==> src/rtl/countdown_pkg.sv <==
// Shared definitions for countdown_timer: FSM state encoding and WIDTH limits.
package countdown_pkg;

  localparam int unsigned WIDTH_MIN = 2;
  localparam int unsigned WIDTH_MAX = 16;

  typedef enum logic [1:0] {
    IDLE    = 2'd0,
    RUN     = 2'd1,
    PAUSE   = 2'd2,
    EXPIRED = 2'd3
  } state_t;

endpackage

==> src/rtl/countdown_timer.sv <==
// Loadable, pausable down-counter with registered expiry flags.
// Define COUNTDOWN_RELOAD_EN for periodic mode (reload from preset on expiry).
module countdown_timer
  import countdown_pkg::*;
#(
  parameter int unsigned WIDTH = 4
) (
  input  logic             clock,
  input  logic             clr,
  input  logic             load,
  input  logic [WIDTH-1:0] load_val,
  input  logic             start,
  input  logic             pause,
  input  logic             tick,
  output logic [WIDTH-1:0] out,
  output logic             running,
  output logic             zero,
  output logic             timeout
);

  state_t           state;
  state_t           next_state;
  logic [WIDTH-1:0] next_out;
  logic             next_timeout;
`ifdef COUNTDOWN_RELOAD_EN
  logic [WIDTH-1:0] preset;
  logic [WIDTH-1:0] next_preset;
`endif

  // State and all outputs are registered; flags derive from the next values.
  always_ff @(posedge clock or posedge clr) begin
    if (clr) begin
      state   <= EXPIRED;
      out     <= '0;
      running <= 1'b0;
      zero    <= 1'b1;
      timeout <= 1'b0;
`ifdef COUNTDOWN_RELOAD_EN
      preset  <= '0;
`endif
    end else begin
      state   <= next_state;
      out     <= next_out;
      running <= (next_state == RUN);
      zero    <= (next_out == '0);
      timeout <= next_timeout;
`ifdef COUNTDOWN_RELOAD_EN
      preset  <= next_preset;
`endif
    end
  end

  // Next-state and datapath; priority load > pause > start > tick.
  always_comb begin
    next_state   = state;
    next_out     = out;
    next_timeout = 1'b0;
`ifdef COUNTDOWN_RELOAD_EN
    next_preset  = preset;
`endif
    if (load) begin
      next_state = IDLE;
      next_out   = load_val;
`ifdef COUNTDOWN_RELOAD_EN
      next_preset = load_val;
`endif
    end else begin
      case (state)
        RUN: begin
          if (pause) begin
            next_state = PAUSE;
          end else if (tick) begin
            if (out == WIDTH'(1)) begin
              next_timeout = 1'b1;
`ifdef COUNTDOWN_RELOAD_EN
              next_out     = preset;
`else
              next_out     = '0;
              next_state   = EXPIRED;
`endif
            end else if (out > WIDTH'(1)) begin
              next_out = out - WIDTH'(1);
            end
          end
        end
        IDLE, PAUSE: begin
          // A zero count refuses to run and expires silently.
          if (start) begin
            next_state = (out != '0) ? RUN : EXPIRED;
          end
        end
        default: begin
          next_out = '0;
        end
      endcase
    end
  end

endmodule

==> config.mk <==
export PLATFORM = sky130hd
export DESIGN_NAME = countdown_timer
export DESIGN_NICKNAME = d
export VERILOG_FILES = /design/src/rtl/countdown_pkg.sv /design/src/rtl/countdown_timer.sv
export SDC_FILE = /design/constraint.sdc
export NUM_CORES = 1
export LEC_CHECK = 0
export CORE_AREA = 2 2 41 43
export DETAILED_ROUTE_END_ITERATION = 8
export DIE_AREA = 0 0 43 45
export PLACE_DENSITY = 0.76
export SLEW_MARGIN = 20
export SYNTH_ARGS = -nofsm -noshare
export SYNTH_HDL_FRONTEND = slang
export SYNTH_SLANG_ARGS = --single-unit
==> constraint.sdc <==
create_clock -name clock -period 3.25 [get_ports clock]
set_clock_uncertainty 0.1 [all_clocks]
set_input_delay 0.325 -clock clock [delete_from_list [all_inputs] [get_ports clock]]
set_output_delay 0.325 -clock clock [all_outputs]
set_load 0.1 [all_outputs]
[Word-level counts from Yosys, hierarchy flattened]
Index checks and enable logic that the tools add are counted.
W data, S select, Z words.
Operators by class
  muxes and demuxes: 18
  bitwise operators: 0
  reductions and logical operators: 4
  add/sub/neg operators: 1
  div/mod/pow operators: 0
  eq/ne operators: 4
  $mul: 0
  shift-type cells: 0
  $lt $le $gt $ge: 1
Operators with widths (number)
  $mux W4: 5
  $mux W2: 6
  $pmux W4 S2: 1
  $mux W1: 5
  $eq A2 B1 Y1 const B: 2
  $eq A4 B1 Y1 const B: 1
  $gt A4 B1 Y1 const B: 1
  $logic_not A4 Y1: 1
  $pmux W2 S2: 1
  $reduce_bool A4 Y1: 1
  $sub A4 B1 Y4 const B: 1
  $eq A2 B2 Y1 const B: 1
  $logic_not A2 Y1: 1
  $reduce_or A2 Y1: 1
Storage, ports and cells
  latch bits: 0
  flip-flop bits (word level): 9
  output and inout port bits: 7
  memories kept: 0
  bits of input ports: 10
  bits in writable memories: 0
  ROM bits: 0

[Longest topological paths before layout]
Gate-level depths: netlist (run 1).
  depth in word-level cells: 8
  gate-level depth with buffers: 7
  depth with buffers taken out: 7

[Worst setup path after synthesis (run 1)]
No wires, ideal clock.
  path type: reg-to-reg
  start: register out[1]
  end: register zero
  slack: 764 ps
  data arrival time: 2299 ps
  cell stages (with the launch flop): 8
  path buffers: 0
  period minus slack after synthesis: 2486 ps
  cell sequence: dfrtp_1 inv_1 ha_1 or3b_4 nor2_2 a211o_1 a221oi_2 nor4_2
Between the ends
  longest elaborated chain between the ends: 8
Ends and longest elaborated chain
  start: declaration: line countdown_timer.sv:15  | output logic [WIDTH-1:0] out,
  start signal: assignment: line countdown_timer.sv:43  | out <= next_out;
  $sub A4 B1 Y4 or $gt A4 B1 Y1 (tied branches): line countdown_timer.sv:82, countdown_timer.sv:81
  $mux W4: line countdown_timer.sv:81  | end else if (out > WIDTH'(1)) begin
  $mux W4: line countdown_timer.sv:73  | if (out == WIDTH'(1)) begin
  $mux W4: line countdown_timer.sv:72  | end else if (tick) begin
  $mux W4: line countdown_timer.sv:70  | if (pause) begin
  $pmux W4 S2 *: line countdown_timer.sv:68  | case (state)
  $mux W4 *: line countdown_timer.sv:61  | if (load) begin
  via next_out[1]: line countdown_timer.sv:23  | logic [WIDTH-1:0] next_out;
  $logic_not A4 Y1 *: line countdown_timer.sv:45  | zero <= (next_out == '0);
  end signal: assignment: line countdown_timer.sv:45
  end: declaration: line countdown_timer.sv:17  | output logic zero,
The timed path passes the listed nets; every way through them passes the cells marked *.

[Worst setup path in the final report (run 1)]
  start: register running
  end: output running
RTL lines
  start: declaration: line countdown_timer.sv:16  | output logic running,
  start signal: assignment: line countdown_timer.sv:44  | running <= (next_state == RUN);
No word-level cell between the ends.

==> summary.md, run 1 <==
| Metric | Value |
|---|---|
| Asr flop ratio synth | 1.000 |
| CP required | 2820 ps |
| H-tree depth | 1 |
| Hold slack | 224.8 ps |
| Slowest CP cell | clkdlybuf4s50_1 |
| Cell Count, Final, Fillers Out | 91 |
| Worst Path Arrival | 1700 ps |
| Number of global-route vias before repair | 461 |
| Critical-path cell list | clkdlybuf4s50_1 |
| Clock share of power | 0.225 |
| Outcome | finished clean |
| YS warnings | 0 |
| Num rows | 14 |
| IO Port Bufs | 16 |
| Core footprint | 0.001471 mm2 |
| Die Ht | 45 um |
| # DRC | 0 |
| DRT Wirelength | 1266 um |
| Met2 wire len | 604 um |
| Gate Count Post-Synth | 56 |
| Setup Buffers After CTS | 0 |
| Post-synth net total | 69 |
| WL/cell | 13.91 um |
| Fmax | 470.8 MHz |
| RSZ-0062 raised after global routing | false |
| Flops & latches, synth | 9 |
| Final Hold Viols | 0 |
| Slew Limit Fails | 0 |
| Sw Pwr | 0.0001532 W |
| Die area | 0.001935 mm2 |
| DP Wirelength | 1010 um |
| Area after DPL | 739.5 um2 |
| Initial antenna violation count | 0 |
| N_diodes | 0 |
| Post-synth EDFFs | 0 |
| RePlAce Congestion | 0.8648 |
| Worst IR Drop VDD | 0.3928 mV |
| CP Class | flip-flop to output pin |
| PwrDens | 484.2 mW/mm2 |
| CTS buffer count | 3 |
| P_int | 0.0002177 W |
| Initial Utilization | 0.3920 |
| Final cycle utilization of the critical path | 0.6536 |
| Die width | 43 um |
| Largest net degree at the start of global routing | 15 |
| Cell family with most CP delay | buffers and inverters |
| GRT Util Overall | 0.1553 |
| CP bufs+invs | 1 |
| Post-Place Cells | 87 |
| TritonRoute pass-1 iters | 2 |
| Prevailing post-synth register cell | dfrtp_1 |
| CTS sink cnt | 9 |
| IO Count | 17 |
| Top sig layer | met4 |
| Layout cells sized above 1 | 0.2667 |
| Sum Neg Setup Slack | 0 ps |
| Worst-Margin Slew | 960.9 ps |
| Fill cell count | 150 |
| Finished Cell Area | 765.7 um2 |
| Hold Buf Count CTS | 0 |
| Via/cell ratio | 5.341 |
| Met3 wire len | 64 um |
| Metal-1 WL | 584 um |
| Area grow syn2layout | 32.75% |
| Final Net Count | 89 |
| Sequential share of power | 0.377 |
| Mapped Avg Cell Area | 10.30 um2 |
| Logic pwr share | 0.398 |
| Slowest stage delay, CP | 1120 ps |
| Root Driver | clkbuf_4 |
| Total grt overflow | 0 |
| CTS tree | yes |
| Number of distinct library cells after synthesis | 30 |
| Worst setup SP type | flip-flop |
| Leak | 0.3186 nW |
| Iteration-0 DRC Markers | 2 |
| Synthesized area | 576.8 um2 |
| Seq/Total Area, Yosys | 0.3970 |
| Via count | 486 |
| Antenna Violating Nets Remaining | 0 |
| Max clock buf depth | 2 |
| First-pass GRT wire length | 2139 um |
| Post_cts resized | 0 |
| Clock Pin Slew Worst Setup and Hold Paths | 60 ps |
| Crit end category | output pin |
| Switching share of power | 0.4130 |
| Rel. slew slack | 0.3574 |
| Max cap viols | 0 |
| Worst hold path type | primary input to asynchronous set/reset pin |
| Max FO, Critical Path | 1 |
| Clock Latency Late Sink | 260 ps |
| Final setup fails | 0 |
| Min Clock Period, post-route | 2124 ps |
==> power by group through the flow <==
stage | Sequential (W) | Combinational, W | Clock [W]
floorplan | 0.000198 | 0.0000500 | 0
global placement | 0.000142 | 0.000145 | 0
detailed placement | 0.000142 | 0.000148 | 0
CTS | 0.000140 | 0.000149 | 0.0000858
global route | 0.000142 | 0.000156 | 0.0000915
finish | 0.000140 | 0.000148 | 0.0000834
==> path summary, 6_finish.rpt <==
check / to / cells past startpoint / start / slack, ps
min in group clock: out[3] / 3 / load_val[3] / 580
min: running / 2 / clr / 220
max reg2reg: zero / 7 / out[1] / 1290
min reg2reg: out[2] / 2 / out[2] / 590
max: running / 1 / running / 1130
max in group asynchronous: zero / 2 / clr / 2530
==> cell usage after synthesis, types with 2 or more instances <==
cell | instances | share of area
dfrtp_1 | 6 | 0.26
nand2b_1 | 2 | 0.022
a21oi_1 | 3 | 0.026
dfstp_2 | 3 | 0.14
ha_1 | 3 | 0.065
inv_1 | 7 | 0.046
nor2_1 | 3 | 0.020
nor2_2 | 2 | 0.022
nor2b_1 | 2 | 0.022
a311oi_1 | 2 | 0.030
a22oi_1 | 2 | 0.026
nor3_1 | 2 | 0.017
o21ai_0 | 2 | 0.017
==> kinds of logic (layout without fill, tap and decap cells) <==
logic type | Yosys count | in the layout | share of synthesized area
AND/OR/NAND/NOR | 18 | 18 | 0.2147
buffers and inverters | 8 | 27 | 0.05423
multiplexers | 1 | 1 | 0.01952
flip-flops | 9 | 9 | 0.3970
adder cells (fa/ha/maj) | 3 | 3 | 0.06508
AO/OA/AOI/OAI | 16 | 16 | 0.2343
XOR/XNOR | 1 | 1 | 0.01519
==> layout make-up <==
type | count | area, um2 | share of cell area
multi-input cells | 39 | 316.6 | 0.4134
flip-flops and latches | 9 | 229.0 | 0.2990
repair buffers | 16 | 147.6 | 0.1928
clock buffers | 4 | 26.28 | 0.03431
inverters | 7 | 26.28 | 0.03431
well taps | 16 | 20.02 | 0.02614
==> state kept, by name, summed over array words and instances (netlist names) <==
name / flops
out: 4
timeout: 1
state: 2
running: 1
zero: 1
==> metrics by stage <==
stage / utilization / power, W / worst slack, ps
after floorplan: - / 0.0002485 / 763.5
after global placement: 0.5026 / 0.0002870 / 1137
after detailed placement: 0.5026 / 0.0002898 / 1079
after CTS: 0.5204 / 0.0003746 / 1113
after global routing: 0.5204 / 0.0003896 / 1089
final: 0.5204 / 0.0003708 / 1126
==> per-layer routing <==
layer | vias up | track usage
met2 | 11 | 0.2515
met1 | 228 | 0.1884
met5 | - | 0
li1 | 245 | -
met4 | 0 | 0.05455
met3 | 2 | 0.06400
==> cell usage in the layout, fill, tap and decap left out <==
cell type | Yosys | routed
nor4b_2 | 1 | 1
nand2_1 | 1 | 1
clkbuf_4 | 0 | 3
a211o_1 | 1 | 1
dfrtp_1 | 6 | 6
nor4_2 | 1 | 1
nor2_2 | 2 | 2
a21oi_1 | 3 | 3
a211oi_2 | 1 | 1
xnor2_1 | 1 | 1
dfstp_2 | 3 | 3
a221oi_1 | 1 | 1
a221oi_2 | 1 | 1
a21boi_0 | 1 | 1
o21ai_0 | 2 | 2
and3b_1 | 1 | 1
nand2b_1 | 2 | 2
a21oi_2 | 1 | 1
a22oi_1 | 2 | 2
mux2_1 | 1 | 1
nor4_1 | 1 | 1
nor2_1 | 3 | 3
inv_1 | 7 | 7
or3b_4 | 1 | 1
o41ai_2 | 1 | 1
a311oi_1 | 2 | 2
nor2b_1 | 2 | 2
clkbuf_1 | 0 | 1
ha_1 | 3 | 3
nor3_1 | 2 | 2
clkdlybuf4s50_1 | 0 | 11
nor3b_1 | 1 | 1
buf_4 | 0 | 5
No activity file was read; power rests on OpenSTA's default activity.
==> run 2: changes to the inputs <==
==> constraint.sdc (replaced) <==
create_clock -name clock -period 2.1 [get_ports clock]
set_clock_uncertainty 0.1 [all_clocks]
set_input_delay 0.21 -clock clock [delete_from_list [all_inputs] [get_ports clock]]
set_output_delay 0.21 -clock clock [all_outputs]
set_load 0.1 [all_outputs]
==> run 2 against run 1 <==
Critical path depth up 5. Flip-flop and latch count unchanged. Critical path type is now flip-flop to flip-flop. Power up 56%. Core utilization up 1.0 points. Global-route usage down 0.25 points. Routed wire length down 1.6%.
==> summary.md, run 2 (synthesis results as in run 1) <==
| Metric | Value |
|---|---|
| Outcome | finished clean |
| Final setup fails | 0 (unchanged) |
| Final Hold Viols | 0 (unchanged) |
| Via count | 490 (+0.82%) |
| Critical-path cell list | inv_1 > ha_1 > or3b_4 > a211oi_2 > a221oi_2 > nor4_2 |
| WL/cell | 13.54 um (-2.6%) |
| Setup Buffers After CTS | 0 (unchanged) |
| Worst hold path type | primary input to asynchronous set/reset pin |
| Area grow syn2layout | 35.36% |
| Final Net Count | 90 (+1.1%) |
| Root Driver | clkbuf_4 |
| Register Area | 236.5 um2 (+3.3%) |
| Core footprint | 0.001471 mm2 (unchanged) |
| # DRC | 0 (unchanged) |
| Worst setup SP type | flip-flop |
| Max FO, Critical Path | 5 (+4) |
| Layout cells sized above 1 | 0.3553 (+0.08860) |
| Die width | 43 um (unchanged) |
| Max clock buf depth | 2 (unchanged) |
| Final cycle utilization of the critical path | 0.9283 |
| Via/cell ratio | 5.326 (-0.27%) |
| CTS sink cnt | 9 (unchanged) |
| DRT Wirelength | 1246 um (-1.6%) |
| Reg2reg path depth | 6 (-1) |
| Most frequent cells in the layout | clkdlybuf4s50_1 (9), buf_4 (8), inv_1 (7) |
| Total grt overflow | 0 (unchanged) |
| N_diodes | 0 (unchanged) |
| Num rows | 14 (unchanged) |
| Slowest CP cell | dfrtp_4 |
| Worst IR Drop VDD | 0.4293 mV (+9.3%) |
| Top Registers | out (4), state (2) |
| Total power | 0.0005772 W (+56%) |
| Die area | 0.001935 mm2 (unchanged) |
| Initial antenna violation count | 0 (unchanged) |
| Rel. slew slack | 0.7764 (+0.4190) |
| Slew Limit Fails | 0 (unchanged) |
| Cell family with most CP delay | simple AND/OR/NAND/NOR gates |
| Number of global-route vias before repair | 473 (+2.6%) |
| IO Port Bufs | 16 (unchanged) |
| RSZ-0062 raised after global routing | false |
| CTS tree | yes |
| Commonest non-fill, non-tap cell in the layout | clkdlybuf4s50_1 |
| CTS buffer count | 3 (unchanged) |
| Slowest stage delay, CP | 500 ps (-620 ps) |
| FF-to-FF setup slack | 150 ps (-1140 ps) |
| R2r startpoint | out[1] |
| Die Ht | 45 um (unchanged) |
| CP Class | flip-flop to flip-flop |
| Clock Latency Late Sink | 260 ps (about the same) |
| Fill cell count | 156 (+4.0%) |
| PwrDens | 739.3 mW/mm2 (+53%) |
| Antenna Violating Nets Remaining | 0 (unchanged) |
| Min Clock Period, post-route | 1949 ps |
| GRT Util Overall | 0.1528 (-0.002547) |
| Iteration-0 DRC Markers | 11 (+9) |
| Fmax | 513.0 MHz |
| Max cap viols | 0 (unchanged) |
| Clock Pin Slew Worst Setup and Hold Paths | 60 ps (about the same) |
| IO Count | 17 (unchanged) |
| Sum Neg Setup Slack | 0 ps (unchanged) |
| Top reg by flops | out |
| Largest register FFs | 4 (unchanged) |
| DP Wirelength | 1027 um (+1.7%) |
| Multi-input logic area | 321.6 um2 (+1.6%) |
| Worst-Margin Slew | 331.8 ps (-629.1 ps) |
| Hold slack | 102.8 ps (-122.0 ps) |
| CP bufs+invs | 1 (unchanged) |
| Crit end category | flip-flop |
| Worst Path Arrival | 2020 ps (+320 ps) |
| RePlAce Congestion | 0.8274 (-4.3%) |
| Largest net degree at the start of global routing | 10 (-5) |
| H-tree depth | 1 (unchanged) |
| Leak | 0.3230 nW (+1.4%) |
| First-pass GRT wire length | 2076 um (-2.9%) |
| TritonRoute pass-1 iters | 4 (+2) |
| CP required | 2170 ps (-650 ps) |
| Initial Utilization | 0.3920 (unchanged) |
| Reg-to-reg endpoint | zero |
-- run 2: cell count changes in the layout (fill, tap and decap cells not counted), sizes merged --
| cell | delta |
|---|---|
| clkdlybuf4s50 | -2 |
| buf | +3 |
-- run 2: worst reg2reg max path, stage by stage (launching register included) --
cell and delay (ps):
dfrtp_4 500, inv_1 110, ha_1 160, or3b_4 420
a211oi_2 250, a221oi_2 70, nor4_2 260
-- run 2: layout make-up --
type	instances	share of cell area
timing repair buffer	17	0.1923
multi-input combinational	39	0.4119
tap	16	0.02564
clock buffer	4	0.03365
inverter	7	0.03365
sequential	9	0.3029
-- run 2: how the worst max path moves through the flow --
stage                     startpoint  endpoint  slack [ps]  depth (start not counted)
after floorplan               out[0]      zero          30                          6
after global placement          tick      zero         130                          6
after detailed placement        tick      zero         100                          6
after CTS                     out[1]      zero         120                          7
after global routing          out[1]      zero          30                          7
final                         out[1]      zero         150                          6
-- run 2: what timing repair did --
item	4_1_cts	5_1_grt
hold buffers	0	0
gates resized for setup	0	1
setup endpoints to repair	0	1
-- run 2: through the flow --
step / setup slack, ps / cell area (um2) / instances / util
3_5_place_dp: 97.13 / 749.5 / 88 / 0.5094
5_1_grt: 30.80 / 780.7 / 92 / 0.5306
6_report: 150.7 / 780.7 / 92 / 0.5306
2_1_floorplan: 31.91 / 584.3 / 56 / -
3_3_place_gp: 126.1 / 749.5 / 88 / 0.5094
4_1_cts: 118.6 / 775.7 / 92 / 0.5272
-- run 2: power by group --
part | switching, W | internal (W)
clock network | 0.0000568 | 0.0000730
registers | 0.0000234 | 0.000196
logic | 0.000156 | 0.0000717
-- run 2: layer usage --
layer  share of wire  GRT usage  wire, um
met5               0          0         0
met4               0    0.05455         0
met3           0.058    0.07200        72
met2            0.48     0.2424       599
met1            0.46     0.1834       574
==> run 3: changes to the inputs <==
--- a/config.mk
+++ b/config.mk
@@ -8,8 +8,10 @@
 export CORE_AREA = 2 2 41 43
 export DETAILED_ROUTE_END_ITERATION = 8
 export DIE_AREA = 0 0 43 45
+export GPL_ROUTABILITY_DRIVEN = 0
 export PLACE_DENSITY = 0.76
 export SLEW_MARGIN = 20
 export SYNTH_ARGS = -nofsm -noshare
 export SYNTH_HDL_FRONTEND = slang
 export SYNTH_SLANG_ARGS = --single-unit
+export TNS_END_PERCENT = 5
==> results of run 3 <==
Final layout, timing and power as in run 2 (identical DEF).
